## src/rtl/fetch_stage.sv

```systemverilog
// Instruction-fetch stage: owns the fetch PC, reads the combinational
// instruction memory and fills the IF/ID register. Handles decode stalls,
// flushes and redirects. A misaligned or out-of-range PC halts fetch in a
// sticky FAULT state until a redirect arrives.
module fetch_stage #(
   parameter int n = 32,
   parameter int r = 6,
   parameter logic [n-1:0] RESET_PC = '0
) (
   input  logic         clk,
   input  logic         reset,
   output logic [r-1:0] imem_addr,
   input  logic [n-1:0] imem_rdata,
   input  logic         stall_d,
   input  logic         flush_d,
   input  logic         redirect_valid,
   input  logic [n-1:0] redirect_pc,
   output logic [n-1:0] pc_f,
   output logic [n-1:0] instr_d,
   output logic [n-1:0] pc_d,
   output logic [n-1:0] pcplus4_d,
   output logic         valid_d,
   output logic         fault,
   output logic [31:0]  fetch_count
);

   typedef enum logic [0:0] {RUN, FAULT} state_t;

   state_t      state, state_n;
   logic [n-1:0] pc_n, instr_n, pcd_n, pcp4_n;
   logic         valid_n;
   logic [31:0]  count_n;
   logic [n-1:0] pc_plus4;
   logic         pc_good;

   // The PC is usable only when word-aligned and inside the memory's byte range;
   // pc_f + 4 wraps naturally at 2**n.
   assign pc_plus4  = pc_f + n'(4);
   assign pc_good   = (pc_f[1:0] == 2'b00) && (pc_f[n-1:r+2] == '0);
   assign imem_addr = pc_f[r+1:2];
   assign fault     = (state == FAULT);

   // Next-state and next-register values, in priority order:
   // redirect, FAULT hold, stall, bad-PC trap, normal advance.
   always_comb begin
      state_n = state;
      pc_n    = pc_f;
      instr_n = instr_d;
      pcd_n   = pc_d;
      pcp4_n  = pcplus4_d;
      valid_n = valid_d;
      count_n = fetch_count;
      if (redirect_valid) begin
         pc_n    = redirect_pc;
         valid_n = 1'b0;
         state_n = RUN;
      end else if (state == FAULT) begin
         valid_n = 1'b0;
      end else if (stall_d) begin
         if (flush_d) begin
            valid_n = 1'b0;
         end
      end else if (!pc_good) begin
         valid_n = 1'b0;
         state_n = FAULT;
      end else begin
         instr_n = imem_rdata;
         pcd_n   = pc_f;
         pcp4_n  = pc_plus4;
         pc_n    = pc_plus4;
         valid_n = !flush_d;
         if (!flush_d) begin
            count_n = fetch_count + 32'd1;
         end
      end
   end

   // State, PC and IF/ID registers with synchronous reset taking priority
   // over everything else on the same edge.
   always_ff @(posedge clk) begin
      if (reset) begin
         state       <= RUN;
         pc_f        <= RESET_PC;
         instr_d     <= '0;
         pc_d        <= '0;
         pcplus4_d   <= '0;
         valid_d     <= 1'b0;
         fetch_count <= 32'd0;
      end else begin
         state       <= state_n;
         pc_f        <= pc_n;
         instr_d     <= instr_n;
         pc_d        <= pcd_n;
         pcplus4_d   <= pcp4_n;
         valid_d     <= valid_n;
         fetch_count <= count_n;
      end
   end

endmodule

```

## config.mk

```make
export PLATFORM = sky130hd
export DESIGN_NAME = fetch_stage
export DESIGN_NICKNAME = d
export VERILOG_FILES = /design/src/rtl/fetch_stage.sv
export SDC_FILE = /design/constraint.sdc
export NUM_CORES = 1
export LEC_CHECK = 0
export ABC_CLOCK_PERIOD_IN_PS = 5500
export CAP_MARGIN = 0
export CORE_ASPECT_RATIO = 1.5
export CORE_MARGIN = 5
export CORE_UTILIZATION = 47
export CTS_CLUSTER_DIAMETER = 200
export CTS_CLUSTER_SIZE = 8
export DETAILED_ROUTE_END_ITERATION = 10
export GPL_TIMING_DRIVEN = 1
export PLACE_DENSITY_LB_ADDON = 0.05
export SETUP_SLACK_MARGIN = 0.5
export SYNTH_ARGS = -nofsm -noshare
export SYNTH_HDL_FRONTEND = slang
export SYNTH_SLANG_ARGS = --single-unit
```

## constraint.sdc

```tcl
create_clock -name clk -period 5.5 [get_ports clk]
set_input_delay 1.65 -clock clk [delete_from_list [all_inputs] [get_ports clk]]
set_output_delay 1.65 -clock clk [all_outputs]
set_load 0.1 [all_outputs]
```

==> metrics.yaml <==
status: "completed"
drc: 0
synth_xor_xnor_area_share: 0.0366
grt_pass1_wl_um: 26000
syn_avg_cell_area_um2: 9.85
syn_nets: 678
met2_length_um: 8470
drt-vias-per-instance: 5.15
io_pins: 237
routed_wl_um: 16300
cp_num_buf_inv: 1
cts_root_buf: "clkbuf_16"
p_leak_nw: 3.18
synthMuxAreaShare: 0.111
fp.dieH_um: 148
layout_common_cells: "clkdlybuf4s50_1, dfxtp_1, nor2_1, mux2i_1, and2_1"
grt.total_usage: 0.218
hold_violations: 0
synth_top_area_share: 0.536
cp.arrival_ps: 2080
grt_setup_unrepaired: "no"
drt_iter0_drc: 149
die_x_um: 102
grt_max_degree: 61
ys_ff_latch: 160
synth_cells: 607
synthToLayoutAreaGrowth_pct: 49.9
dp_hpwl_um: 12000
ctsResizeCount: 0
synth_edf_count: 0
yosys.area.top_type: "dfxtp_1"
tightest_slew_ps: 1040
synth_top_family_by_area: "simple AND/OR/NAND/NOR gates"
clock_latency_ps: 420
drt-met1-wl_um: 5970
grt_pass1_vias: 5153
cts.sinks: 160
crit_slowest_cell: "clkdlybuf4s50_1"
netlist_area_um2: 5980
crit_chain: "clkdlybuf4s50_1"
filler_cell_count: 964
min_period_over_period: 0.679
hold_buffers: 0
fin_crit_ps: 3730
pwr_density_cell_nw_per_um2: 295
port_buffers: 236
hold_path_class: "reg2reg"
yosysUniqueCellTypes: 43
synthAdderAreaFrac: 0.00418
cts_tree: "built"
yosys-top-cells-area: "dfxtp_1, mux2i_1, nor2_1, and2_1, xnor2_1"
yosys.area_share.simple: 0.221
cts_made_buffers: 17
clock_path_buffers: 2
drive_above_1_share: 0.0646
crit_path_max_incr_delay_ps: 1190
async_flop_share: 0
final_common_cell: "clkdlybuf4s50_1"
synth_compound_area_frac: 0.0481
crit_fanout: 8
start_util: 0.478
ant_nets: 0
fin_skew_ps: 12.0
topRoutingLayerUsed: "met4"
synthFlopType: "dfxtp_1"
core.rowCount: 50
antenna_found_initial: 1
cts.htree.levels: 4
post_cts_buffers: 0
met3_length_um: 1500
end_kind: "output port"
fmax_mhz: 268
dp.cells: 960
critPathLaunchType: "flip-flop"
final_max_slew_viol_count: 0
ys_warn_count: 0
routabilityCongestion: 0.833
final.setup.tns_ps: 0
cp_top_family: "buffers and inverters"
fin_nets: 894
core-area_um2: 12500
vias: 5110
cap_viol_max_count: 0
clkTransAtPathRegs_ps: 70
dr.pass1.iters: 4
peakVddDrop_mv: 0.245
final-setup-viol-count: 0
critical_path_class: "reg2out"
max_slew_margin: 0.305
grt_overflow: 0
post-route-util: 0.716
wire_per_inst_um: 16.4
fin_cells: 993
worstPathRequired_ps: 3850
ys_seq_area_frac: 0.536
dieArea_um2: 15100
area by class of cell:
class                      instances  area, um^2  area share
antenna                            1        2.50    0.000279
clock buffer                      17         425      0.0475
clock inverter                    15         170      0.0190
inverter                          11        41.3     0.00461
multi-input combinational        391        2530       0.282
sequential                       160        3200       0.357
tap                              156         195      0.0218
timing repair buffer             242        2400       0.268
metrics by stage:
stage               setup WS [ps]  area [um^2]  total power, mW  hold slack [ps]
finish                       1770         8960             2.64              459
floorplan                    2210         5980             1.42              486
global route                 1560         8960             2.73              475
CTS                          1720         8960             2.67              466
global placement             1490         8370             1.51              441
detailed placement           1420         8370             1.51              443
cells by family after synthesis:
| logic type | after synthesis |
|---|---|
| buffers and inverters | 56 |
| muxes | 66 |
| DFF | 160 |
| xor gates and xnor gates | 25 |
| adders and majority gates | 2 |
| and+or+nand+nor | 252 |
| AOI/OAI and AO/OA | 46 |
sequential cells by signal (all words and copies together), names as in the netlist:
| name | count |
|---|---|
| pc_f | 32 |
| valid_d | 1 |
| fetch_count | 32 |
| instr_d | 32 |
| pcplus4_d | 30 |
| pc_d | 32 |
| fault | 1 |
worst paths after layout:
check | slack [ps] | cells after the start | from | to
worst min register to register | 460 | 1 | pc_d[26] | pc_d[26]
worst min-delay path | 460 | 1 | pc_d[26] | pc_d[26]
worst max register to register | 2760 | 7 | pc_f[31] | pcplus4_d[17]
worst max-delay path | 1770 | 1 | pc_f[4] | pc_f[4]
routing by layer:
metal  vias up  global-route usage
met5         -                   0
met4         0              0.0906
met3        26              0.0962
met2       166               0.367
met1      2409               0.234
li1       2509                   -
synth_stat cells (2+ instances only):
cell type	instances
dfxtp_1	160
nor2_1	102
mux2i_1	65
and2_1	49
xnor2_1	22
clkbuf_1	20
nor4_1	18
nand2_1	16
a21oi_1	15
nand4_1	12
o21ai_0	12
inv_1	11
or3_1	11
buf_4	10
nand3_1	10
a211oi_1	9
buf_2	9
nor3_1	7
buf_1	6
and3_1	4
nor3b_1	3
nor4_2	3
or2_2	3
xor2_1	3
a311oi_1	2
a31o_2	2
and4_1	2
ha_1	2
nand4b_1	2
o31ai_1	2
or4_1	2
or4b_1	2
power by group:
| part | internal (mW) | switching, mW |
|---|---|---|
| combinational | 0.0965 | 0.200 |
| sequential | 1.17 | 0.0171 |
| clock | 0.612 | 0.542 |
| total | 1.88 | 0.760 |
(Power assumes the default switching activity.)
